$ cat src/rtl/i2s_tile_mask.sv
// i2s_tile_mask: tiled-wall I2S pixel capture with HUB LED scan-out.
// Optional feature macro: LED_TEST_PATTERN_EN (test_mode checkerboard).
module i2s_tile_mask #(
  parameter int COLS      = 32,
  parameter int ROWS      = 16,
  parameter int CHANNELS  = 3,
  parameter int TILES_X   = 4,
  parameter int TILES_Y   = 4,
  parameter int ADDR_W    = 4,
  parameter int CLK_DIV   = 2,
  parameter int ON_CYCLES = 64
) (
  input  logic                      clk,
  input  logic                      rst,
  input  logic                      i2s_clk,
  input  logic                      i2s_ws,
  input  logic                      i2s_data,
  input  logic [ADDR_W-1:0]         addr_x,
  input  logic [ADDR_W-1:0]         addr_y,
`ifdef LED_TEST_PATTERN_EN
  input  logic                      test_mode,
`endif
  output logic [$clog2(ROWS)-1:0]   row_num,
  output logic [CHANNELS-1:0]       led_data,
  output logic                      led_clk,
  output logic                      led_lat,
  output logic                      led_oe,
  output logic                      overflow
);

  localparam int RW  = $clog2(ROWS);
  localparam int SEG = COLS * CHANNELS;
  localparam int T   = TILES_X * TILES_Y;
  localparam int KW  = (SEG > 1) ? $clog2(SEG) : 1;
  localparam int SW  = (T > 1) ? $clog2(T) : 1;
  localparam int PW  = $clog2(2 * CLK_DIV);
  localparam int OW  = (ON_CYCLES > 1) ? $clog2(ON_CYCLES) : 1;
  localparam int CW  = (COLS > 1) ? $clog2(COLS) : 1;

  typedef enum logic [2:0] {
    S_IDLE,
    S_SHIFT,
    S_BLANK,
    S_LATCH,
    S_DISP
  } state_t;

  logic [1:0]     r_ck_s;
  logic [1:0]     r_ws_s;
  logic [1:0]     r_d_s;
  logic           r_ck_p;
  logic           r_ws_p;
  logic           r_armed;
  logic           r_hit;
  logic           r_done;
  logic           r_ovf;
  logic [KW-1:0]  r_k;
  logic [SW-1:0]  r_seg;
  logic [RW:0]    r_row;
  logic [RW-1:0]  r_done_row;
  logic [SEG-1:0] r_cap;
  logic [SEG-1:0] r_shf;
  logic [RW-1:0]  r_brow;
  logic [RW-1:0]  r_row_num;
  state_t         r_state;
  state_t         w_next;
  logic [PW-1:0]  r_ph;
  logic [CW-1:0]  r_col;
  logic [OW-1:0]  r_on;

  logic           w_edge;
  logic           w_ws_rise;
  logic           w_row_ok;
  logic           w_go;
  logic [KW-1:0]  w_k;
  logic [SW-1:0]  w_seg;
  logic [RW:0]    w_row;
  int             w_tgt;
  logic           w_inr;
  logic           w_hit;
  logic           w_last_k;
  logic           w_last_seg;
  logic           w_load;
  logic [SEG-1:0] w_src;
  logic [RW-1:0]  w_src_row;
  logic           w_ovf_set;
  logic           w_ph_last;
  logic           w_col_last;
  logic           w_on_last;
  logic [CHANNELS-1:0] w_pix;

  // Two-flop synchronisers for the asynchronous serial inputs.
  always_ff @(posedge clk) begin
    if (rst) begin
      r_ck_s <= '0;
      r_ws_s <= '0;
      r_d_s  <= '0;
      r_ck_p <= 1'b0;
    end else begin
      r_ck_s <= {r_ck_s[0], i2s_clk};
      r_ws_s <= {r_ws_s[0], i2s_ws};
      r_d_s  <= {r_d_s[0], i2s_data};
      r_ck_p <= r_ck_s[1];
    end
  end

  assign w_edge    = r_ck_s[1] & ~r_ck_p;
  assign w_ws_rise = w_edge & r_ws_s[1] & ~r_ws_p;
  assign w_row_ok  = r_row < (RW+1)'(ROWS);
  assign w_go      = w_ws_rise |
                     (w_edge & r_armed & w_row_ok);

  // A frame marker forces the current bit to bit 0 of row 0.
  assign w_k   = w_ws_rise ? '0 : r_k;
  assign w_seg = w_ws_rise ? '0 : r_seg;
  assign w_row = w_ws_rise ? '0 : r_row;

  assign w_tgt = int'(addr_y) * TILES_X + int'(addr_x);
  assign w_inr = (int'(addr_x) < TILES_X) &&
                 (int'(addr_y) < TILES_Y);

  // Tile selection is re-evaluated only at segment starts.
  assign w_hit = (w_k == '0) ?
                 (w_inr && (int'(w_seg) == w_tgt)) :
                 r_hit;

  assign w_last_k   = w_k == KW'(SEG - 1);
  assign w_last_seg = w_seg == SW'(T - 1);

  // Stream position tracking and capture of the addressed segment.
  always_ff @(posedge clk) begin
    if (rst) begin
      r_ws_p     <= 1'b0;
      r_armed    <= 1'b0;
      r_hit      <= 1'b0;
      r_done     <= 1'b0;
      r_k        <= '0;
      r_seg      <= '0;
      r_row      <= '0;
      r_done_row <= '0;
      r_cap      <= '0;
    end else begin
      r_done <= 1'b0;
      if (w_edge) begin
        r_ws_p <= r_ws_s[1];
      end
      if (w_go) begin
        r_armed    <= 1'b1;
        r_hit      <= w_hit;
        r_done     <= w_hit & w_last_k;
        r_done_row <= w_row[RW-1:0];
        if (w_hit) begin
          r_cap[w_k] <= r_d_s[1];
        end
        if (w_last_k) begin
          r_k <= '0;
          if (w_last_seg) begin
            r_seg <= '0;
            r_row <= w_row + 1'b1;
          end else begin
            r_seg <= w_seg + 1'b1;
            r_row <= w_row;
          end
        end else begin
          r_k   <= w_k + 1'b1;
          r_seg <= w_seg;
          r_row <= w_row;
        end
      end
    end
  end

`ifdef LED_TEST_PATTERN_EN
  logic [RW-1:0]  r_trow;
  logic [SEG-1:0] w_pat;

  // Checkerboard row for the current test row.
  always_comb begin
    w_pat = '0;
    for (int c = 0; c < COLS; c++) begin
      w_pat[c*CHANNELS +: CHANNELS] =
        {CHANNELS{c[0] ^ r_trow[0]}};
    end
  end

  // Free-running test row counter, advanced per loaded row.
  always_ff @(posedge clk) begin
    if (rst) begin
      r_trow <= '0;
    end else if (w_load && test_mode) begin
      if (r_trow == RW'(ROWS - 1)) begin
        r_trow <= '0;
      end else begin
        r_trow <= r_trow + 1'b1;
      end
    end
  end

  assign w_load    = (r_state == S_IDLE) &
                     (test_mode | r_done);
  assign w_src     = test_mode ? w_pat : r_cap;
  assign w_src_row = test_mode ? r_trow : r_done_row;
  assign w_ovf_set = r_done & ~test_mode &
                     (r_state != S_IDLE);
`else
  assign w_load    = (r_state == S_IDLE) & r_done;
  assign w_src     = r_cap;
  assign w_src_row = r_done_row;
  assign w_ovf_set = r_done & (r_state != S_IDLE);
`endif

  assign w_ph_last  = r_ph == PW'(2 * CLK_DIV - 1);
  assign w_col_last = r_col == CW'(COLS - 1);
  assign w_on_last  = r_on == OW'(ON_CYCLES - 1);
  assign w_pix = r_shf[int'(r_col)*CHANNELS +: CHANNELS];

  // Scanner state register.
  always_ff @(posedge clk) begin
    if (rst) begin
      r_state <= S_IDLE;
    end else begin
      r_state <= w_next;
    end
  end

  // Scanner next-state logic.
  always_comb begin
    w_next = r_state;
    unique case (r_state)
      S_IDLE:  if (w_load) w_next = S_SHIFT;
      S_SHIFT: if (w_ph_last && w_col_last)
                 w_next = S_BLANK;
      S_BLANK: w_next = S_LATCH;
      S_LATCH: w_next = S_DISP;
      S_DISP:  if (w_on_last) w_next = S_IDLE;
      default: w_next = S_IDLE;
    endcase
  end

  // Shift buffer, scan counters, displayed row and overflow flag.
  always_ff @(posedge clk) begin
    if (rst) begin
      r_shf     <= '0;
      r_brow    <= '0;
      r_row_num <= '0;
      r_ph      <= '0;
      r_col     <= '0;
      r_on      <= '0;
      r_ovf     <= 1'b0;
    end else begin
      if (w_ovf_set) begin
        r_ovf <= 1'b1;
      end
      if (w_load) begin
        r_shf  <= w_src;
        r_brow <= w_src_row;
      end
      if (r_state == S_BLANK) begin
        r_row_num <= r_brow;
      end
      if (r_state == S_SHIFT) begin
        if (w_ph_last) begin
          r_ph  <= '0;
          r_col <= r_col + 1'b1;
        end else begin
          r_ph <= r_ph + 1'b1;
        end
      end else begin
        r_ph  <= '0;
        r_col <= '0;
      end
      if (r_state == S_DISP) begin
        r_on <= r_on + 1'b1;
      end else begin
        r_on <= '0;
      end
    end
  end

  // Panel outputs decoded from scanner state.
  always_comb begin
    led_data = '0;
    led_clk  = 1'b0;
    led_lat  = 1'b0;
    led_oe   = 1'b1;
    unique case (r_state)
      S_SHIFT: begin
        led_data = w_pix;
        led_clk  = r_ph >= PW'(CLK_DIV);
      end
      S_LATCH: led_lat = 1'b1;
      S_DISP:  led_oe  = 1'b0;
      default: ;
    endcase
  end

  assign row_num  = r_row_num;
  assign overflow = r_ovf;

endmodule

$ cat config.mk
export PLATFORM = sky130hd
export DESIGN_NAME = i2s_tile_mask
export DESIGN_NICKNAME = d
export VERILOG_FILES = /design/src/rtl/i2s_tile_mask.sv
export SDC_FILE = /design/constraint.sdc
export NUM_CORES = 1
export LEC_CHECK = 0
export CORE_AREA = 3 3 124 174
export CTS_BUF_LIST = sky130_fd_sc_hd__clkbuf_4 sky130_fd_sc_hd__clkbuf_8 sky130_fd_sc_hd__clkbuf_16
export DETAILED_ROUTE_END_ITERATION = 7
export DIE_AREA = 0 0 127 177
export MAX_ROUTING_LAYER = met4
export PLACE_DENSITY = 0.79
export RECOVER_POWER = 50
export SYNTH_ARGS = -nofsm -noshare
export SYNTH_HDL_FRONTEND = slang
export SYNTH_SLANG_ARGS = --single-unit
$ cat constraint.sdc
create_clock -name clk -period 3.4 [get_ports clk]
set_input_delay 0.85 -clock clk [delete_from_list [all_inputs] [get_ports clk]]
set_output_delay 0.85 -clock clk [all_outputs]
set_load 0.02 [all_outputs]
==> flow_metrics.env <==
export IMPL_status="complete, but fails checks"
export IMPL_violations="max-capacitance violations, max-slew violations"
export IMPL_relSlewSlack_pct=-49.3
export IMPL_grt_ovfl_total=0
export IMPL_grt_first_pass_wirelength_um=42600
export IMPL_ir_drop_uv=409
export IMPL_synth_top_family_by_area="simple AND/OR/NAND/NOR gates"
export IMPL_final_common_cell="dfxtp_1"
export IMPL_yosys_area_share_simple_pct=25.5
export IMPL_netlist_area_um2=11100
export IMPL_grt_pass1_vias=8336
export IMPL_setup_viol_count_final=0
export IMPL_via_count=8744
export IMPL_std_cell_rows=61
export IMPL_timing_hold_ws_ps=443
export IMPL_clkSinkCount=248
export IMPL_p_leak_uw=0.00460
export IMPL_cts_htree_levels=1
export IMPL_globalRouteTotalUtil_pct=23.9
export IMPL_coreArea_um2=20000
export IMPL_clockBufferDepth=3
export IMPL_cts_tree="done"
export IMPL_viasPerCell=5.84
export IMPL_setup_tns_ps=0
export IMPL_synth_compound_area_share_pct=7.52
export IMPL_cpMaxStageDelayCell="mux4_2"
export IMPL_slowest_delay_ps=530
export IMPL_start_kind="register"
export IMPL_avgSynthCellArea_um2=8.81
export IMPL_synth_seq_area_share_pct=44.8
export IMPL_cap_violations=2
export IMPL_worstMarginPinSlew_ps=2240
export IMPL_die_area_um2=22500
export IMPL_cp_buffers_inverters=3
export IMPL_max_freq_ghz=0.296
export IMPL_route_final_wire_length_um=26200
export IMPL_postSynthCellCount=1257
export IMPL_seq_area_um2=4970
export IMPL_ys_ff_latch=248
export IMPL_nets=1254
export IMPL_hold_path_class="reg2reg"
export IMPL_port_buffer_count=23
export IMPL_drt_iter0_drc=907
export IMPL_cts_root_buf="clkbuf_16"
export IMPL_layout_worst_path_cycle_share_pct=99.5
export IMPL_total_power_uw=5710
export IMPL_clk_latency_ps=500
export IMPL_start_util_pct=55.4
export IMPL_synth_mux_area_share_pct=15.6
export IMPL_yosysUniqueCellTypes=55
export IMPL_multiInputGateArea_um2=5640
export IMPL_min_period_ps=3380
export IMPL_required_ps=2550
export IMPL_routabilityCongestion=0.845
export IMPL_final_layout_size_suffix_gt1_share_pct=10.1
export IMPL_synth_xor_xnor_area_share_pct=0.870
export IMPL_ctsHoldBuffers=0
export IMPL_antenna_found_initial=1
export IMPL_drtPass1Iterations=5
export IMPL_detail_route_wl_per_cell_um=17.5
export IMPL_async_flop_share_pct=0
export IMPL_cpMostUsedCell="mux4_2"
export IMPL_syn_num_nets=1281
export IMPL_fin_skew_ps=7.89
export IMPL_critPathMaxFanout=6
export IMPL_endpoint_kind="primary output"
export IMPL_grt_max_degree=107
export IMPL_die_h_um=177
export IMPL_hpwl_um=16700
export IMPL_synth_adder_area_share_pct=1.31
export IMPL_powerDensity_nw_per_um2=462
export IMPL_clk_pin_slew_ps=70
export IMPL_worstPathArrival_ps=2530
export IMPL_finalMaxSlewViolations=151
export IMPL_finalCoreUtilization_pct=61.7
export IMPL_ys_flop_type="dfxtp_1"
export IMPL_hold_viol=0
export IMPL_die_w_um=127
export IMPL_nFillCells=1659
export IMPL_rsz0062_at_grt="true"
export IMPL_cts_buffers=23
export IMPL_layout_common_cells="247 x dfxtp_1, 228 x nand2_1, 120 x a21oi_1, 105 x mux2i_1, 102 x nand2b_1"
export IMPL_synth_warnings=0
export IMPL_io_pins=24
export IMPL_synth_edf_count=0
export IMPL_crit_family="multiplexers"
export IMPL_area_growth_pct=11.4
export IMPL_worstPathCellList="buf_12, buf_16, mux4_2, mux4_2, mux2i_1, nor2_1, buf_4"
export IMPL_postRouteAntennaNets=0
export IMPL_critical_path_class="reg2out"
export IMPL_drc=0
## repair_timing
action,4_1_cts,5_1_grt
setup buffers,2,2
endpoints found under the setup margin,3,3
gates cloned,2,0
gates resized for setup,15,4
## cell type report
cell class                      instances  share of cell area [%]
Timing Repair Buffer                   56                    4.94
Clock inverter                         11                    1.13
Inverter                                7                   0.213
Clock buffer                           29                    5.18
Multi-Input combinational cell        894                    45.7
Antenna cell                            1                  0.0203
Sequential cell                       248                    40.3
Tap cell                              252                    2.55
## metal layers
metal  wire, µm  up-vias  track usage (%)
met3       1350       43             3.32
li1           -     4219                -
met1      10600     4248             29.2
met4        648        0             6.98
met5          0        -                -
met2      13600      234             41.2
## sequential cells by signal (all words and copies together), names as in the netlist, 5 cells and up
register  flops
r_cap        96
r_k           7
r_col         5
r_row         5
r_on          6
r_shf        96
## cells by family (layout without fill, tap and decap cells)
kind of cell | count (synthesis) | after routing
muxes | 135 | 135
and+or+nand+nor | 584 | 584
buffers and inverters | 115 | 103
adders and majority gates | 11 | 11
other | 0 | 1
AOI/OAI and AO/OA | 153 | 153
DFF | 248 | 248
xor gates and xnor gates | 11 | 11
## synthesized netlist by cell type (all sizes together) (7+ instances only)
master / number / area, µm²
nor2: 71 / 267
nand4: 11 / 68.8
dfxtp: 248 / 4960
nand2b: 103 / 644
o21ai: 12 / 60.1
mux4: 30 / 676
nand2: 229 / 860
clkbuf: 81 / 304
a21oi: 120 / 601
nor2b: 14 / 87.6
nor3: 12 / 65.1
and2: 11 / 68.8
mux2i: 105 / 1050
buf: 27 / 163
nand3: 100 / 516
inv: 7 / 26.3
ha: 10 / 125
## worst register-to-register path, delay by kind of cell (launching register included)
family | cells | cell delay (ps)
DFF | 1 | 390
AOI/OAI and AO/OA | 2 | 350
and+or+nand+nor | 5 | 1090
buffers and inverters | 2 | 450
adders and majority gates | 1 | 210
## stage by stage
step	instances	setup WS, ps	instance area, µm²
floorplan	1257	281	11100
global placement	1452	-40.3	11500
detailed placement	1452	-83.4	11500
CTS	1496	-42.4	12300
global route	1498	-52.7	12300
finish	1498	18.1	12300
## worst paths after layout
check           start     endpoint  slack [ps]  cells past startpoint
max          r_col[0]  led_data[2]          20                      7
min          r_d_s[0]     r_d_s[1]         440                      1
max reg2reg    r_ws_p     r_row[2]         730                     10
min reg2reg  r_d_s[0]     r_d_s[1]         440                      1
## report_power, final
part / total (µW) / switching (µW) / internal, µW
Sequential: 2920 / 8.30 / 2910
Clock: 2650 / 1090 / 1560
Combinational: 141 / 82.7 / 58.7
Note: power is estimated with default switching activity, not from simulation.
